===== config.mk =====
export PLATFORM = sky130hd
export DESIGN_NAME = cfg_load_sequencer_flat
export DESIGN_NICKNAME = d
export VERILOG_FILES = /design/src/rtl/cfg_seq_pkg.sv /design/src/rtl/cfg_load_sequencer_if.sv /design/src/rtl/cfg_clk_div.sv /design/src/rtl/cfg_load_sequencer.sv /design/src/flat_wrapper.sv
export SDC_FILE = /design/constraint.sdc
export NUM_CORES = 1
export LEC_CHECK = 0
export CORE_ASPECT_RATIO = 1.1
export CORE_MARGIN = 1.5
export CORE_UTILIZATION = 30
export CTS_BUF_LIST = sky130_fd_sc_hd__clkbuf_8
export DETAILED_ROUTE_END_ITERATION = 7
export GPL_TIMING_DRIVEN = 0
export HOLD_SLACK_MARGIN = 0.08
export RECOVER_POWER = 50
export SETUP_SLACK_MARGIN = 0.2
export SLEW_MARGIN = 15
export SYNTH_ARGS = -nofsm -noshare
export SYNTH_HDL_FRONTEND = slang
export SYNTH_SLANG_ARGS = --single-unit

===== constraint.sdc =====
create_clock -name clk -period 2.6 [get_ports clk]
set_clock_uncertainty 0.05 [all_clocks]
set_input_delay 0.52 -clock clk [delete_from_list [all_inputs] [get_ports clk]]
set_output_delay 0.52 -clock clk [all_outputs]
set_load 0.005 [all_outputs]

===== src/rtl/cfg_seq_pkg.sv =====
// Shared types and sizing helpers for the configuration-chain load sequencer.
package cfg_seq_pkg;

    typedef enum logic [2:0] {
        IDLE,
        LOAD,
        SHIFT_LO,
        SHIFT_HI,
        DONE
    } state_e;

    localparam int unsigned CHAIN_LEN_DEF = 96;
    localparam int unsigned WORD_W_DEF    = 8;
    localparam int unsigned CLK_DIV_DEF   = 1;

    // Width of a counter that must hold the value n itself.
    function automatic int unsigned cnt_w(input int unsigned n);
        return (n < 1) ? 1 : $clog2(n + 1);
    endfunction

endpackage


===== src/rtl/cfg_load_sequencer_if.sv =====
// Host-side bitstream write stream and readback strobe of the load sequencer.
interface cfg_load_sequencer_if #(
    parameter int unsigned WORD_W = 8
);
    logic [WORD_W-1:0] wr_data;
    logic              wr_valid;
    logic              wr_ready;
    logic [WORD_W-1:0] rd_data;
    logic              rd_valid;

    modport master (
        output wr_data, wr_valid,
        input  wr_ready, rd_data, rd_valid
    );

    modport slave (
        input  wr_data, wr_valid,
        output wr_ready, rd_data, rd_valid
    );
endinterface


===== src/rtl/cfg_clk_div.sv =====
// Half-period counter: tick on the CLK_DIV-th cycle since the last clear.
module cfg_clk_div
    import cfg_seq_pkg::*;
#(
    parameter int unsigned CLK_DIV = 1
) (
    input  logic clk,
    input  logic rst,
    input  logic clr,
    output logic tick
);
    localparam int unsigned CW = cnt_w(CLK_DIV);

    logic [CW-1:0] cnt_q, cnt_d;

    assign tick = (cnt_q == CW'(CLK_DIV - 1));

    always_comb begin
        cnt_d = cnt_q + CW'(1);
        if (clr || tick) cnt_d = '0;
    end

    always_ff @(posedge clk or posedge rst) begin
        if (rst) cnt_q <= '0;
        else     cnt_q <= cnt_d;
    end
endmodule


===== src/rtl/cfg_load_sequencer.sv =====
// Serializes host words onto the fabric prog_en/prog_in/prog_clk chain.
// Define CFG_READBACK_EN to capture the previous chain contents from prog_out.
module cfg_load_sequencer
    import cfg_seq_pkg::*;
#(
    parameter int unsigned CHAIN_LEN = CHAIN_LEN_DEF,
    parameter int unsigned WORD_W    = WORD_W_DEF,
    parameter int unsigned CLK_DIV   = CLK_DIV_DEF
) (
    input  logic                 clk,
    input  logic                 rst,
    input  logic                 start,
    input  logic                 abort,
    cfg_load_sequencer_if.slave  bus,
    output logic                 prog_clk,
    output logic                 prog_en,
    output logic                 prog_in,
    input  logic                 prog_out,
    output logic                 busy,
    output logic                 done
);
    localparam int unsigned BW = cnt_w(CHAIN_LEN);
    localparam int unsigned IW = cnt_w(WORD_W);

    state_e            state_q, state_d;
    logic [BW-1:0]     bit_cnt_q, bit_cnt_d;
    logic [IW-1:0]     bit_idx_q, bit_idx_d;
    logic [WORD_W-1:0] word_q, word_d, word_sh;
    logic              prog_clk_q, prog_clk_d;
    logic              prog_en_q, prog_en_d;
    logic              prog_in_q, prog_in_d;
    logic              busy_q, busy_d;
    logic              done_q, done_d;
    logic              tick, xfer, last_bit, last_idx;

    assign bus.wr_ready = (state_q == LOAD) && !abort;
    assign xfer         = bus.wr_valid && bus.wr_ready;
    assign last_bit     = (bit_cnt_q == BW'(CHAIN_LEN - 1));
    assign last_idx     = (bit_idx_q == IW'(WORD_W - 1));

    cfg_clk_div #(.CLK_DIV(CLK_DIV)) u_div (
        .clk  (clk),
        .rst  (rst),
        .clr  (state_d != state_q),
        .tick (tick)
    );

    always_comb begin
        state_d   = state_q;
        bit_cnt_d = bit_cnt_q;
        bit_idx_d = bit_idx_q;
        word_d    = word_q;
        prog_in_d = prog_in_q;
        word_sh   = '0;
        unique case (state_q)
            IDLE: if (start) begin
                state_d   = LOAD;
                bit_cnt_d = '0;
                bit_idx_d = '0;
            end
            LOAD: if (xfer) begin
                word_d    = bus.wr_data;
                bit_idx_d = '0;
                state_d   = SHIFT_LO;
            end
            SHIFT_LO: if (tick) state_d = SHIFT_HI;
            SHIFT_HI: if (tick) begin
                bit_cnt_d = bit_cnt_q + BW'(1);
                if (last_bit)      state_d = DONE;
                else if (last_idx) state_d = LOAD;
                else begin
                    bit_idx_d = bit_idx_q + IW'(1);
                    state_d   = SHIFT_LO;
                end
            end
            DONE:    state_d = IDLE;
            default: state_d = IDLE;
        endcase
        if (abort && state_q != IDLE) state_d = IDLE;

        // Outputs are registered from the next state so they stay glitch-free.
        word_sh    = word_d >> bit_idx_d;
        if (state_d == SHIFT_LO) prog_in_d = word_sh[0];
        prog_clk_d = (state_d == SHIFT_HI);
        prog_en_d  = (state_d == LOAD) || (state_d == SHIFT_LO) ||
                     (state_d == SHIFT_HI);
        busy_d     = (state_d != IDLE);
        done_d     = (state_d == DONE);
    end

    always_ff @(posedge clk or posedge rst) begin
        if (rst) begin
            state_q    <= IDLE;
            bit_cnt_q  <= '0;
            bit_idx_q  <= '0;
            word_q     <= '0;
            prog_clk_q <= 1'b0;
            prog_en_q  <= 1'b0;
            prog_in_q  <= 1'b0;
            busy_q     <= 1'b0;
            done_q     <= 1'b0;
        end else begin
            state_q    <= state_d;
            bit_cnt_q  <= bit_cnt_d;
            bit_idx_q  <= bit_idx_d;
            word_q     <= word_d;
            prog_clk_q <= prog_clk_d;
            prog_en_q  <= prog_en_d;
            prog_in_q  <= prog_in_d;
            busy_q     <= busy_d;
            done_q     <= done_d;
        end
    end

    assign prog_clk = prog_clk_q;
    assign prog_en  = prog_en_q;
    assign prog_in  = prog_in_q;
    assign busy     = busy_q;
    assign done     = done_q;

`ifdef CFG_READBACK_EN
    logic [WORD_W-1:0] acc_q, acc_d, rd_data_q, rd_data_d;
    logic              rd_valid_q, rd_valid_d;

    // prog_out is sampled just before each rising edge, i.e. old contents.
    always_comb begin
        acc_d      = acc_q;
        rd_data_d  = rd_data_q;
        rd_valid_d = 1'b0;
        if (state_q == SHIFT_LO && tick && !abort) begin
            acc_d = acc_q | (WORD_W'(prog_out) << bit_idx_q);
            if (last_idx || last_bit) begin
                rd_data_d  = acc_d;
                rd_valid_d = 1'b1;
                acc_d      = '0;
            end
        end
        if (state_q == IDLE) acc_d = '0;
    end

    always_ff @(posedge clk or posedge rst) begin
        if (rst) begin
            acc_q      <= '0;
            rd_data_q  <= '0;
            rd_valid_q <= 1'b0;
        end else begin
            acc_q      <= acc_d;
            rd_data_q  <= rd_data_d;
            rd_valid_q <= rd_valid_d;
        end
    end

    assign bus.rd_data  = rd_data_q;
    assign bus.rd_valid = rd_valid_q;
`else
    logic unused_prog_out;
    assign unused_prog_out = prog_out;
    assign bus.rd_data     = '0;
    assign bus.rd_valid    = 1'b0;
`endif
endmodule


===== src/flat_wrapper.sv =====
// flat-port wrapper written by rule: the top's interface ports become plain ports
module cfg_load_sequencer_flat import cfg_seq_pkg::*;
#(
    parameter int unsigned CHAIN_LEN = CHAIN_LEN_DEF,
    parameter int unsigned WORD_W    = WORD_W_DEF,
    parameter int unsigned CLK_DIV   = CLK_DIV_DEF
)
  (clk, rst, start, abort, prog_clk, prog_en, prog_in, prog_out, busy, done, bus_wr_data, bus_wr_valid, bus_wr_ready, bus_rd_data, bus_rd_valid);
  cfg_load_sequencer_if #(.WORD_W(WORD_W)) bus_i ();
  input  logic clk;
  input  logic rst;
  input  logic start;
  input  logic abort;
  output logic prog_clk;
  output logic prog_en;
  output logic prog_in;
  input  logic prog_out;
  output logic busy;
  output logic done;
  input wire logic [$bits(bus_i.wr_data)-1:0] bus_wr_data;
  input wire logic [$bits(bus_i.wr_valid)-1:0] bus_wr_valid;
  output wire logic [$bits(bus_i.wr_ready)-1:0] bus_wr_ready;
  output wire logic [$bits(bus_i.rd_data)-1:0] bus_rd_data;
  output wire logic [$bits(bus_i.rd_valid)-1:0] bus_rd_valid;
  assign bus_i.wr_data = bus_wr_data;
  assign bus_i.wr_valid = bus_wr_valid;
  assign bus_wr_ready = bus_i.wr_ready;
  assign bus_rd_data = bus_i.rd_data;
  assign bus_rd_valid = bus_i.rd_valid;
  cfg_load_sequencer #(.CHAIN_LEN(CHAIN_LEN), .WORD_W(WORD_W), .CLK_DIV(CLK_DIV)) u_core (.clk(clk), .rst(rst), .start(start), .abort(abort), .bus(bus_i), .prog_clk(prog_clk), .prog_en(prog_en), .prog_in(prog_in), .prog_out(prog_out), .busy(busy), .done(done));
endmodule

Word level (Yosys, flattened, before mapping)
Index checks and enable logic that the tools add are counted.
{ "word_totals": {"register_bits": 28, "elab_cells": 59} }
{ "op_classes": {"reduce_logical": 12, "add_sub_neg": 3, "n_mux": 20, "n_eq_ne": 12, "shifts": 1, "n_bitwise": 1} }
{ "op_table": {"columns": ["operator", "n"], "rows": [
  ["4-bit two-way mux", 5],
  ["3-bit two-way mux", 6],
  ["8-bit two-way mux", 2],
  ["7-bit two-way mux", 2],
  ["7-bit case mux with 2 select lines", 1],
  ["3-bit by 2-bit == test with 1-bit output (second input constant)", 4],
  ["3-bit case mux with 4 select lines", 1],
  ["4-bit case mux with 3 select lines", 1],
  ["8-bit by 4-bit right shift with 1-bit output", 1],
  ["7-bit by 1-bit adder with 7-bit output (second input constant)", 1],
  ["7-bit == test (second input constant)", 1],
  ["3-bit by 1-bit == test with 1-bit output (second input constant)", 2],
  ["3-bit nonzero test", 2],
  ["4-bit by 1-bit adder with 4-bit output (second input constant)", 1],
  ["4-bit by 3-bit == test with 1-bit output (second input constant)", 1],
  ["2-bit != test (second input constant)", 2],
  ["3-bit == test (second input constant)", 1],
  ["1-bit logical AND", 3],
  ["3-bit logical NOT", 1],
  ["1-bit logical OR", 3],
  ["3-bit != test", 1],
  ["3-bit AND reduction", 1],
  ["2-bit two-way mux", 1],
  ["2-bit nonzero test", 1],
  ["4 further kinds", 4]
]} }

Longest topological paths before layout
{ "depth": {"word_depth": 9, "mapped_depth": 10, "ltp_nobuf": 9} }

Cells and area by module
Synthesis repeated with hierarchy kept, for this count alone.
{ "hier_totals": {"cells_unflattened": 152, "hier_area_um2": 1496.4} }
{ "by_module_without_submodules": {"columns": ["mod", "instances", "area_each_um2", "cells_per_inst"], "rows": [
  ["cfg_load_sequencer", 1, 1460.2, 148],
  ["cfg_clk_div", 1, 36.3, 4]
]} }

Worst setup path after synthesis
No wires, ideal clock.
{ "synth_timing": {"path_kind": "flip-flop to flip-flop", "startpoint": "reg u_core.bit_cnt_q[0]", "endpoint": "reg u_core.prog_in_q (netlist: u_core.prog_in)", "t_required_ns": 2.426, "arrival_time_ns": 2.633, "setup_time_ns": 0.124, "path_slack_ns": -0.207, "stages_incl_launch_ff": 10, "cell_sequence": "dfrtp_1 ha_1 and2_1 buf_6 a211o_4 and3_4 a211o_4 or4b_1 and3_1 a211o_1"} }
{ "synth_between": {"elab_cells_between_ends": 10} }
{ "synth_lines": {"columns": ["element", "line", "rtl"], "rows": [
  ["from (decl)", "cfg_load_sequencer.sv:26", "logic [BW-1:0] bit_cnt_q, bit_cnt_d;"],
  ["from (signal assigned)", "cfg_load_sequencer.sv:104", "bit_cnt_q <= bit_cnt_d;"],
  ["7-bit == test", "cfg_load_sequencer.sv:38", "assign last_bit = (bit_cnt_q == BW'(CHAIN_LEN - 1));"],
  ["4-bit two-way mux", "cfg_load_sequencer.sv:69", "if (last_bit) state_d = DONE;"],
  ["4-bit two-way mux", "cfg_load_sequencer.sv:67", "SHIFT_HI: if (tick) begin"],
  ["4-bit case mux with 3 select lines", "cfg_load_sequencer.sv:55", "unique case (state_q)"],
  ["net u_core.bit_idx_d[0]", "cfg_load_sequencer.sv:27", "logic [IW-1:0] bit_idx_q, bit_idx_d;"],
  ["8-bit by 4-bit right shift with 1-bit output", "cfg_load_sequencer.sv:82", "word_sh = word_d >> bit_idx_d;"],
  ["to (signal assigned)", "cfg_load_sequencer.sv:109", "prog_in_q <= prog_in_d;"],
  ["to (decl)", "cfg_load_sequencer.sv:31", "logic prog_in_q, prog_in_d;"]
]} }
The timed path passes the listed nets, and every way through them passes these cells.
A chain may end at the register's enable or synchronous reset.

Worst setup path after layout
{ "layout_timing": {"startpoint": "reg u_core.bit_cnt_q[1]", "endpoint": "reg u_core.prog_in_q (netlist: u_core.prog_in)"} }
The elaborated chain is that of the path after synthesis.

==> flow_metrics.py <==
metrics = {
    "status": {
        "outcome": "complete, but fails checks",
        "violations": "setup timing",
    },
    "clock_network": {
        "numCtsBuffers": 3,
        "h-tree-depth": 1,
        "insertion_delay_ps": 280,
        "ctsHoldBuffers": 0,
        "clock_sinks": 28,
        "cts_tree": "done",
        "cts.path.max_buffers": 2,
        "root_buffer": "clkbuf_8",
        "clkTransAtPathRegs_ps": 100,
    },
    "synth": {
        "synth_edf_count": 0,
        "ys_types": 47,
        "synth_area_leaders": "dfrtp_1, mux2_2, buf_4",
        "yosys_warnings": 0,
        "ys_async_sr_fraction_pct": 100,
        "ys_ff_latch": 28,
        "netlist_top_cells_count": "dfrtp_1, nand3_1, mux2_2, nand2_1",
        "syn_inst": 159,
        "syn_area_mm2": 0.00161,
        "synth_most_common_cell": "dfrtp_1",
        "syn_area_per_cell_um2": 10.1,
        "seq_area_frac_synth_pct": 43.5,
        "synthFlopType": "dfrtp_1",
        "synth_top_area_share_pct": 43.5,
        "yosysTopAreaCell": "dfrtp_1",
    },
    "placement": {
        "place_area_mm2": 0.00192,
        "numPortBuffers": 18,
        "dp.final_hpwl_mm": 2.27,
        "gp_congestion": 0.804,
    },
    "finish": {
        "fin_util_pct": 41.4,
        "design_area_mm2": 0.00211,
        "area_growth_pct": 31.2,
        "finalNetCount": 221,
        "drive_gt1_share_pct": 27.9,
        "antennaDiodeCount": 0,
    },
    "job": {
        "drv_cap": 0,
    },
    "grt": {
        "grt_use_total_pct": 11.9,
        "grt_pass1_wl_mm": 5.53,
        "grt_pass1_vias": 1229,
        "grt_max_degree": 29,
        "antenna_found_initial": 0,
        "grt_overflow": 0,
    },
    "critical_path": {
        "cp_cell_sequence": "ha_2 > and2_4 > buf_6 > a211o_4 > and3_4 > a211o_4 > or4b_1 > and3_1 > a211o_1",
        "worstPathArrival_ps": 2800,
        "path_max_fanout": 3,
        "crit_type": "flip-flop to flip-flop",
        "path_common_cell": "a211o_4",
        "r2r_setup_slack_ps": -80,
        "path_buf_inv": 1,
        "max_stage_delay_ps": 510,
        "cp.required_ps": 2720,
        "crit_slowest_cell": "or4b_1",
        "end_kind": "flip-flop",
        "crit_family": "simple AND/OR/NAND/NOR gates",
        "cp-start-kind": "flip-flop",
    },
    "sta": {
        "slew_headroom_pct": 32.7,
        "fin_crit_sh_pct": 103,
        "tightest_slew_ps": 1000,
        "period_needed_ps": 2680,
        "drv_slew": 0,
        "max_freq_mhz": 373,
        "fin_ws_ps": -81.8,
        "finalSetupViolCount": 1,
        "hold_violations": 0,
        "rsz0062_at_grt": "true",
        "holdWs_ps": 468,
    },
    "floorplan": {
        "dieArea_mm2": 0.00581,
        "initial_core_util_pct": 31.5,
        "dieWidth_um": 72.8,
        "ios": 29,
        "die_h_um": 79.8,
        "fp-row-count": 27,
        "core_area_mm2": 0.00510,
    },
    "drt": {
        "via_per_inst": 4.60,
        "vias": 1270,
        "ant_nets": 0,
        "finalWirelength_mm": 3.21,
        "wire_per_inst_um": 11.6,
        "drt_first_iter_violations": 56,
        "dr.pass1.iters": 4,
        "drc": 0,
    },
    "hold_path": {
        "hold_class": "flip-flop to flip-flop",
    },
    "power_and_ir_drop": {
        "total_power_mw": 1.43,
        "cellLeakagePower_nw": 0.986,
        "vdd_drop_max_uv": 347,
        "power.density_mw_per_mm2": 677,
    },
}
flip-flops by register name (all words and copies together) (netlist names):
register            cells
u_core.word_q           8
u_core.busy             1
u_core.prog_en          1
u_core.bit_idx_q        4
u_core.prog_in          1
u_core.u_div.cnt_q      1
u_core.state_q          3
u_core.done             1
u_core.bit_cnt_q        7
u_core.prog_clk         1
power breakdown:
part | switching [mW] | leakage [nW] | internal [mW]
Clock | 0.138 | 0.0357 | 0.206
Combinational | 0.214 | 0.590 | 0.272
Sequential | 0.0549 | 0.361 | 0.544
through the flow:
stage          worst slack (ps)  std cells  setup TNS (ps)
2_1_floorplan             -68.9        168           -68.9
3_3_place_gp               -685        258            -685
3_5_place_dp               -670        258            -670
6_report                  -81.8        276           -81.8
5_1_grt                    -158        276            -158
4_1_cts                   -64.7        273           -64.7
cells by family after synthesis:
| kind of cell | share of synthesized area, % |
|---|---|
| AO/OA/AOI/OAI | 11.8 |
| XOR/XNOR | 2.18 |
| AND/OR/NAND/NOR | 23.6 |
| buffers and inverters | 7.46 |
| flip-flops | 43.5 |
| multiplexers | 9.64 |
| other | 0.233 |
| adder cells (fa/ha/maj) | 1.55 |
area by class of cell:
class | count | area, µm²
inverter | 5 | 18.8
buffer | 15 | 101
clock buffer | 3 | 41.3
tap | 72 | 90.1
clock inverter | 1 | 30.0
multi-input combinational | 120 | 845
fill | 516 | 2990
timing repair buffer | 32 | 283
sequential | 28 | 702
metal layers:
| metal | wire (µm) | vias up | GRT usage [%] |
|---|---|---|---|
| met3 | 138 | 0 | 2.53 |
| met5 | 0 | - | 0 |
| met2 | 1570 | 33 | 20.5 |
| met4 | 0 | 0 | 2.08 |
| li1 | - | 647 | - |
| met1 | 1490 | 590 | 15.5 |
layout by cell type, fill, tap and decap left out, types with 3 or more instances in the layout:
cell and instances:
a21oi_1 3, and3_1 5, buf_2 3, buf_4 23
clkbuf_8 3, clkdlybuf4s50_1 15, conb_1 10, dfrtp_1 27
inv_1 4, mux2_2 12, nand2_1 11, nand3_1 13
nand4b_1 3, nor2_1 8, o21ai_0 5, or3_1 3
xor2_1 4
final timing paths:
check | startpoint | end | depth (start not counted)
min | u_core.word_q[5] | u_core.word_q[5] | 1
min reg2reg | u_core.word_q[5] | u_core.word_q[5] | 1
max reg2reg | u_core.bit_cnt_q[1] | u_core.prog_in | 9
max | u_core.bit_cnt_q[1] | u_core.prog_in | 9
max in group asynchronous | rst | u_core.bit_idx_q[1] | 2
min in group asynchronous | rst | u_core.word_q[6] | 2
what timing repair did:
action,CTS,global route
pin swaps,6,2
gates resized for setup,6,1
buffers inserted,11,3
setup endpoints to repair,2,1
No activity file was read; power rests on OpenSTA's default activity.
